===== src/rtl/tick_bcd_stopwatch.sv =====
// MM:SS BCD stopwatch advanced by a 1 Hz tick, with start/stop and clear buttons.
// Optional lap-hold display freeze is compiled in when LAP_HOLD_EN is defined.
module tick_bcd_stopwatch #(
   parameter int MAX_MINUTES = 59
) (
   input  logic       clk,
   input  logic       rst,
   input  logic       tick,
   input  logic       start_stop,
   input  logic       clear,
   input  logic       lap,
   output logic [3:0] sec_ones,
   output logic [3:0] sec_tens,
   output logic [3:0] min_ones,
   output logic [3:0] min_tens,
   output logic       running,
   output logic       wrap,
   output logic       lap_held
);

   typedef enum logic [1:0] {IDLE, RUN, PAUSE} state_t;

   localparam logic [3:0] MAX_TENS = 4'(MAX_MINUTES / 10);
   localparam logic [3:0] MAX_ONES = 4'(MAX_MINUTES % 10);

   state_t     state;
   logic [3:0] s1, s10, m1, m10;
   logic       ss_hist, clr_hist;
   logic       ss_ev, clr_ev, at_max;

   assign ss_ev   = start_stop & ~ss_hist;
   assign clr_ev  = clear & ~clr_hist;
   assign at_max  = (m10 == MAX_TENS) && (m1 == MAX_ONES) && (s10 == 4'd5) && (s1 == 4'd9);
   assign running = (state == RUN);

   // Counting uses the pre-transition state, so a stop coinciding with a tick still counts it.
   always_ff @(posedge clk) begin
      if (rst) begin
         state    <= IDLE;
         s1       <= 4'd0;
         s10      <= 4'd0;
         m1       <= 4'd0;
         m10      <= 4'd0;
         wrap     <= 1'b0;
         ss_hist  <= 1'b1;
         clr_hist <= 1'b1;
      end else begin
         ss_hist  <= start_stop;
         clr_hist <= clear;
         wrap     <= 1'b0;
         if (clr_ev) begin
            state <= IDLE;
            s1    <= 4'd0;
            s10   <= 4'd0;
            m1    <= 4'd0;
            m10   <= 4'd0;
         end else begin
            if (state == RUN && tick) begin
               if (s1 != 4'd9) begin
                  s1 <= s1 + 4'd1;
               end else begin
                  s1 <= 4'd0;
                  if (s10 != 4'd5) begin
                     s10 <= s10 + 4'd1;
                  end else begin
                     s10 <= 4'd0;
                     if (at_max) begin
                        m1   <= 4'd0;
                        m10  <= 4'd0;
                        wrap <= 1'b1;
                     end else if (m1 != 4'd9) begin
                        m1 <= m1 + 4'd1;
                     end else begin
                        m1  <= 4'd0;
                        m10 <= m10 + 4'd1;
                     end
                  end
               end
            end
            case (state)
               IDLE:    if (ss_ev) state <= RUN;
               RUN:     if (ss_ev) state <= PAUSE;
               PAUSE:   if (ss_ev) state <= RUN;
               default: state <= IDLE;
            endcase
         end
      end
   end

`ifdef LAP_HOLD_EN
   logic       lap_hist, lap_ev;
   logic [3:0] cap_s1, cap_s10, cap_m1, cap_m10;

   assign lap_ev = lap & ~lap_hist;

   // The captured digits are the ones on display at the lap edge, before any coincident tick.
   always_ff @(posedge clk) begin
      if (rst) begin
         lap_hist <= 1'b1;
         lap_held <= 1'b0;
         cap_s1   <= 4'd0;
         cap_s10  <= 4'd0;
         cap_m1   <= 4'd0;
         cap_m10  <= 4'd0;
      end else begin
         lap_hist <= lap;
         if (clr_ev) begin
            lap_held <= 1'b0;
         end else if (lap_ev && state != IDLE) begin
            lap_held <= ~lap_held;
            if (!lap_held) begin
               cap_s1  <= s1;
               cap_s10 <= s10;
               cap_m1  <= m1;
               cap_m10 <= m10;
            end
         end
      end
   end

   assign sec_ones = lap_held ? cap_s1  : s1;
   assign sec_tens = lap_held ? cap_s10 : s10;
   assign min_ones = lap_held ? cap_m1  : m1;
   assign min_tens = lap_held ? cap_m10 : m10;
`else
   logic unused_lap;
   assign unused_lap = lap;
   assign lap_held   = 1'b0;
   assign sec_ones   = s1;
   assign sec_tens   = s10;
   assign min_ones   = m1;
   assign min_tens   = m10;
`endif

endmodule


===== config.mk =====
export PLATFORM = sky130hd
export DESIGN_NAME = tick_bcd_stopwatch
export DESIGN_NICKNAME = d
export VERILOG_FILES = /design/src/rtl/tick_bcd_stopwatch.sv
export SDC_FILE = /design/constraint.sdc
export NUM_CORES = 1
export LEC_CHECK = 0
export CORE_MARGIN = 1.5
export CORE_UTILIZATION = 35
export CTS_BUF_LIST = sky130_fd_sc_hd__clkbuf_8
export DETAILED_ROUTE_END_ITERATION = 16
export PLACE_DENSITY_LB_ADDON = 0.2
export SLEW_MARGIN = 20
export SYNTH_ARGS = -nofsm -noshare
export SYNTH_HDL_FRONTEND = slang
export SYNTH_SLANG_ARGS = --single-unit
export TNS_END_PERCENT = 1

===== constraint.sdc =====
create_clock -name clk -period 1.68 [get_ports clk]
set_clock_uncertainty 0.1 [all_clocks]
set_input_delay 0.336 -clock clk [delete_from_list [all_inputs] [get_ports clk]]
set_output_delay 0.336 -clock clk [all_outputs]
set_load 0.01 [all_outputs]

# Yosys cells after proc, flatten, opt, wreduce, memory -nomap -nowiden

Cells that the tools add are included.

Logic and storage cells: 53
Input port bits: 6
Flip-flop bits (word level): 21

Reduce and logical (&&, ||, !) cells: 12
Equal/unequal tests: 12
Bitwise operators: 7
$add $sub $neg: 4
Multiplexer cells: 10

Operator list:

| kind                | number |
|---|---|
| $mux 4              | 6 |
| $add 4x1->4 const B | 4 |
| $eq 4x3->1 const B  | 2 |
| $eq 4x4->1 const B  | 2 |
| $ne 4x4->1 const B  | 2 |
| $not 1->1           | 5 |
| $reduce_or 5->1     | 1 |
| $logic_and 1x1->1   | 4 |
| $mux 2              | 2 |
| $ne 2x1->1 const B  | 2 |
| $ne 4x3->1 const B  | 1 |
| $pmux 2 s2          | 1 |
| $reduce_and 2->1    | 2 |
| $reduce_and 4->1    | 1 |
| $reduce_or 2->1     | 2 |
| $reduce_and 3->1    | 1 |
| $and 1x1->1         | 2 |
| $eq 2x1->1 const B  | 1 |
| $eq 2x2->1 const B  | 1 |
| $logic_not 2->1     | 1 |
| $ne 2x2->1 const B  | 1 |
| $mux 1              | 1 |

# Longest topological paths before layout

Gate-level depths: netlist of run 1.

Word-level depth: 6
Depth in mapped cells: 6
Mapped depth without buffers: 6

# Least setup slack after synthesis of run 1

Ideal clock, no wire load.

Path kind: flip-flop to flip-flop
Start: register m1[0], in the netlist min_ones[0]
End: register m10[3], in the netlist min_tens[3]
Clock period less this slack: 1.718 ns
Data required time: 1.510 ns
Data arrival time: 1.548 ns
Setup slack: -0.038 ns
Buffers on the path: 0
Cell stages (with the launch flop): 6
Path through: dfxtp_1 ha_1 and3b_1 nand4_4 or4_1 a21oi_1

Cells in the longest elaborated chain, start to end: 6
Elaborated cells between the ends (all ways): 8
Classes of those cells: 3 x eq/ne; 1 x mux; 4 x reduce/logical

RTL lines:

| what                           | line | text |
|---|---|---|
| start: declaration             | 27   | `logic [3:0] s1, s10, m1, m10;` |
| start signal: assignment       | 72   | `m1 <= m1 + 4'd1;` |
| $eq 4x4->1                     | 33   | `assign at_max = (m10 == MAX_TENS) && (m1 == MAX_ONES) && (s10 == 4'd5) && (s1 == 4'd9);` |
| $logic_and 1x1->1 (3 in a row) | 33   |  |
| $ne 2x2->1 (no line)           | -    |  |
| $reduce_and 4->1 (no line)     | -    |  |
| end signal: assignment         | 75   | `m10 <= m10 + 4'd1;` |
| end: declaration               | 27   |  |

Parallel ways exist; a longest one is shown, timed or not.
A chain may end at the register's enable or synchronous reset.

# Worst setup path in the final report of run 1

Start: register s10[3], in the netlist sec_tens[3]
End: output sec_tens[3]

RTL lines:

| what                     | line | text |
|---|---|---|
| start: declaration       | 27   |  |
| start signal: assignment | 64   | `s10 <= s10 + 4'd1;` |
| end: declaration         | 13   | `output logic [3:0] sec_tens,` |

No word-level cell between the ends.

==> results of run 1 <==
[Yosys cell counts, types with 2 or more instances]
cell,count,area [um^2]
a21oi_1,11,55.05
and4b_1,2,20.02
buf_2,2,10.01
dfxtp_1,21,420.4
ha_1,4,50.05
inv_1,4,15.01
mux2i_1,2,20.02
nand2_1,7,26.28
nand2b_1,2,12.51
nand3_1,2,10.01
nand4_1,3,18.77
nor2_1,12,45.04
nor2b_1,3,18.77
o21ai_0,4,20.02
or2_2,2,12.51
or3_2,2,15.01
xor2_1,6,52.55
[registers in the layout, summed over array words and instances (netlist names)]
register  cells
wrap          1
min_tens      4
sec_ones      4
min_ones      4
state         2
clr_hist      1
ss_hist       1
sec_tens      4
[timing repair]
action / 4_1_cts / 5_1_grt
setup endpoints to repair: 17 / 13
gates resized for setup: 14 / 16
pin swaps: 3 / 6
gates cloned: 0 / 1
buffers inserted: 0 / 4
[cell families after synthesis]
group | count (synthesis) | share of synthesized area, %
fa+ha+maj | 4 | 4.945
other cells | 1 | 0.3705
mux | 2 | 1.978
simple gates | 51 | 32.51
xor+xnor | 6 | 5.192
compound gates | 18 | 9.889
buf+inv | 8 | 3.584
flops | 21 | 41.53
[through the flow]
step	power (W)	cells	area (um^2)	setup WS [ns]
4_1_cts	0.0008842	183	1440	-0.05594
3_3_place_gp	0.0005626	179	1394	-0.3251
6_report	0.0008778	188	1526	0.04160
3_5_place_dp	0.0005636	179	1394	-0.3568
2_1_floorplan	0.0005368	111	1013	-0.03247
5_1_grt	0.0009216	188	1526	-0.002715
[where the power goes]
part	internal (W)	switching (W)
registers	0.000500	0.00000244
logic	0.0000243	0.0000228
clock network	0.000163	0.000165
total	0.000687	0.000191
[layer usage]
metal	up-vias	routed length, um
met1	441	1051
met5	-	0
li1	478	-
met2	15	1217
met3	2	68
met4	0	27
[final cells by class]
| type | count | share of cell area [%] |
|---|---|---|
| Timing Repair Buffer | 45 | 25.74 |
| Multi-Input combinational cell | 83 | 39.67 |
| Clock buffer | 3 | 2.705 |
| Inverter | 4 | 0.9836 |
| Tap cell | 31 | 2.541 |
| Sequential cell | 21 | 28.11 |
| Clock inverter | 1 | 0.2459 |
[worst register-to-register path, stage by stage (launching register included)]
cell and delay, ns:
dfxtp_1 0.34, inv_1 0.05, ha_1 0.17, and4b_1 0.22
and2_2 0.22, or3_4 0.32, a21oi_1 0.14
[path summary, 6_finish.rpt]
check	end	cells after the start
worst max-delay path	sec_tens[3]	1
worst min-delay path	sec_ones[3]	2
worst max register to register	min_tens[1]	6
worst min register to register	sec_ones[3]	2
==> results.yml, run 1 <==
global_route:
  grt_max_degree: 12
  globalRouteMet1Util_pct: 17.71
  antenna_found_initial: 0
  grt_pass1_wl_um: 3663
  grt_pass1_vias: 842
  grt.met2_usage_pct: 25.08
  grt_use_total_pct: 14.58
  gr-total-overflow: 0
  grt_use_met3_pct: 2.765
  grt-busiest-layer: "met2"
synth:
  synth-async-reset-ratio_pct: 0
  syn_area_per_cell_um2: 9.119
  synth-seq-cells: 21
  yosysSeqAreaShare_pct: 41.53
  ys_warn_count: 0
  mappedNetlistArea_um2: 1012
  netlist-cell-type-count: 39
  synthCells: 111
  synth_ff_type: "dfxtp_1"
  synth_edf_count: 0
  synth_nets: 121
worst_setup_path:
  cp-startpoint: "sec_tens[3]"
  r2r-start: "min_tens[1]"
  cpPeakStageDelay_ns: 0.56
  cp_top_family: "buffers and inverters"
  cp_cell_sequence: "clkdlybuf4s50_1"
  crit_required_ns: 1.24
  worst-r2r-setup-slack_ns: 0.06
  crit_path_end_kind: "output port"
  cp-start-kind: "register"
  cp_max_fo: 4
  worstSetupPathType: "register to output port"
  cp_slowest_cell: "clkdlybuf4s50_1"
  crit_buf_inv: 1
  worstPathArrival_ns: 1.20
final_layout:
  nFillCells: 271
  utilization_pct: 55.35
  layout_commonest_cell: "buf_4"
  multiInputGateArea_um2: 605.6
  syn2layout_area_growth_pct: 50.80
  drive_above_1_share_pct: 31.85
  num_antenna_cells: 0
  final_nets: 168
  layout_common_cells: "buf_4, dfxtp_1, nor2_1, clkdlybuf4s50_1, dlygate4sd2_1"
  seq_area_um2: 429.2
sta:
  hold_viol_final: 0
  fin_setup_tns_ns: 0
  post-route-period-util_pct: 97.52
  fin_crit_ns: 1.638
  rsz0062_at_grt: "true"
  slew_violations: 0
  setup_violations: 0
  whs_ns: 0.4131
  max_freq_mhz: 610.4
cts:
  insertion_delay_ns: 0.26
  postCtsHoldBufs: 0
  cts_sinks: 21
  cts_tree: "done"
  cts_root_buffer: "clkbuf_8"
  path_clk_slew_ns: 0.08
  htree_levels: 1
  cts_buffers: 3
  cts_max_path_buffers: 2
routing:
  num_vias: 936
  routed_wl_um: 2365
  wl_per_cell_um: 12.58
  drt-pass1-iter-count: 4
  drc: 0
  drtAntennaViolNets: 0
  drt_iter0_markers: 12
  vias_per_cell: 4.979
place:
  place.gp.congestion: 0.7241
  io_buffers: 22
  hpwl_um: 1620
floorplan:
  die_w_um: 56.78
  dieArea_um2: 3223
  start_util_pct: 36.71
  ios: 25
  rows: 19
  die_y_um: 56.78
  core-area_um2: 2758
worst_hold_path:
  hold_class: "register to register"
  min_from: "sec_ones[3]"
pwr:
  p_per_area_nw_per_um2: 575.1
  total_leakage_power_nw: 0.7221
  max-vdd-ir-drop_mv: 0.4912
flow_run:
  max_cap_violations: 0
status:
  status: "complete, no violations"
(Power assumes the default switching activity.)
==> run 2: changes to the inputs <==
CELL_PAD_IN_SITES_DETAIL_PLACEMENT = 0   (was default)
CELL_PAD_IN_SITES_GLOBAL_PLACEMENT = 2   (was default)
CORE_UTILIZATION = 27   (was 35)
MAX_ROUTING_LAYER = met4   (was default)
==> run 2 against run 1 <==
Against the previous run:
- global-route usage is 2.0 points lower
- clock power about the same
- wire length fell by 5.8%
- setup slack lost 0.017 ns
- first-iteration DRC count is 50% higher
- cell count grew 10%
- highest routed layer unchanged
==> results.yml, run 2 (same netlist as run 1, synthesis figures left out) <==
worst_setup_path:
  cp_slowest_cell: "or4_4"
  cp_max_fo: 7
  worstPathArrival_ns: 1.75
  worstSetupPathType: "register to register"
  cp_cell_sequence: "inv_2 -> ha_4 -> and3b_2 -> nand4_4 -> or4_4 -> a21oi_2"
  crit_required_ns: 1.78
  crit_path_end_kind: "register"
  cp-start-kind: "register"
  cpPeakStageDelay_ns: 0.51
pwr:
  pwr-share-seq_pct: 57.2
  combPwrFrac_pct: 5.3
  max-vdd-ir-drop_mv: 0.2452
  p_clk_share_pct: 37.5
  total_power_w: 0.0008815
  intPower_w: 0.0006905
  p_per_area_nw_per_um2: 568.6
  total_leakage_power_nw: 0.7264
  switching_share_pct: 21.67
  switchingPower_w: 0.0001910
routing:
  wl_per_cell_um: 10.76
  drt-pass1-iter-count: 4
  vias_per_cell: 4.367
  drt_iter0_markers: 18
  num_vias: 904
  drc: 0
  routed_wl_um: 2227
  drtAntennaViolNets: 0
global_route:
  gr-total-overflow: 0
  grt_max_degree: 12
  grt_pass1_vias: 889
  grt_pass1_wl_um: 3981
  grt_use_total_pct: 12.59
  antenna_found_initial: 0
flow_run:
  max_cap_violations: 0
cts:
  postCtsHoldBufs: 0
  insertion_delay_ns: 0.26
  cts_sinks: 21
  path_clk_slew_ns: 0.08
  cts_tree: "done"
  cts_max_path_buffers: 2
  htree_levels: 1
  cts_buffers: 3
  cts_root_buffer: "clkbuf_8"
floorplan:
  core-area_um2: 3633
  die_y_um: 64.23
  ios: 25
  start_util_pct: 27.86
  dieArea_um2: 4125
  rows: 22
  die_w_um: 64.23
place:
  place_ws_ns: -0.3442
  io_buffers: 22
  place.gp.congestion: 0.7080
  hpwl_um: 1705
final_layout:
  layout_common_cells: "buf_4, dfxtp_1, dlygate4sd2_1, nor2_1, a21oi_1"
  syn2layout_area_growth_pct: 53.15
  final_nets: 170
  drive_above_1_share_pct: 32.70
  layout_commonest_cell: "buf_4"
  num_antenna_cells: 0
sta:
  slew_violations: 0
  rsz0062_at_grt: "true"
  hold_viol_final: 0
  finalWorstSetupSlack_ns: 0.02497
  fin_crit_ns: 1.655
  whs_ns: 0.4155
  setup_violations: 0
  max_freq_mhz: 604.2
  post-route-period-util_pct: 98.51
worst_hold_path:
  hold_class: "register to register"
status:
  status: "complete, no violations"
run 2: worst paths after layout:
kind                            cells past startpoint  slack, ns          end         from
worst max-delay path                                6       0.02  min_tens[3]  min_ones[1]
worst min-delay path                                2       0.42  min_tens[2]  min_tens[2]
worst max register to register                      6       0.02  min_tens[3]  min_ones[1]
worst min register to register                      2       0.42  min_tens[2]  min_tens[2]
run 2: layout make-up:
| class | instances | area, um^2 |
|---|---|---|
| timing repair buffer | 48 | 407.9 |
| clock buffer | 3 | 41.29 |
| fill | 401 | 2083 |
| inverter | 4 | 15.01 |
| sequential | 21 | 426.7 |
| multi-input combinational | 82 | 595.6 |
| tap | 48 | 60.06 |
| clock inverter | 1 | 3.754 |
run 2: power groups by stage:
| stage | Combinational (W) | Clock, W | Sequential [W] |
|---|---|---|---|
| 2_1_floorplan | 0.0000208 | 0 | 0.000516 |
| 5_1_grt | 0.0000535 | 0.000364 | 0.000505 |
| 4_1_cts | 0.0000485 | 0.000345 | 0.000504 |
| 6_report | 0.0000471 | 0.000330 | 0.000504 |
| 3_3_place_gp | 0.0000491 | 0 | 0.000516 |
| 3_5_place_dp | 0.0000495 | 0 | 0.000516 |
run 2: repair_timing:
item	in CTS	in global routing
endpoints found under the setup margin	21	5
gates resized for setup	23	9
pin swaps	3	6
buffers inserted	0	2
endpoints found under the hold margin	0	0
run 2: per-stage QoR:
step | std cells | cell area [um^2] | util (%) | setup TNS [ns]
CTS | 205 | 1508 | 41.49 | 0
detailed placement | 201 | 1453 | 39.98 | -3.116
finish | 207 | 1550 | 42.67 | 0
floorplan | 111 | 1013 | - | -0.04769
global placement | 201 | 1453 | 39.98 | -3.052
global route | 207 | 1550 | 42.67 | -0.05215
run 2: layer usage:
metal	vias up	GRT usage (%)	wire [um]
met3	4	2.993	90
met5	-	-	0
li1	482	-	-
met2	15	20.83	1075
met4	0	4.787	34
met1	403	14.79	1027
run 2: critical path: cells and delay by family (launching register included):
family / cells / cell delay, ns
buffers and inverters: 1 / 0.06
DFF: 1 / 0.33
and+or+nand+nor: 3 / 0.86
adders and majority gates: 1 / 0.11
AOI/OAI and AO/OA: 1 / 0.14
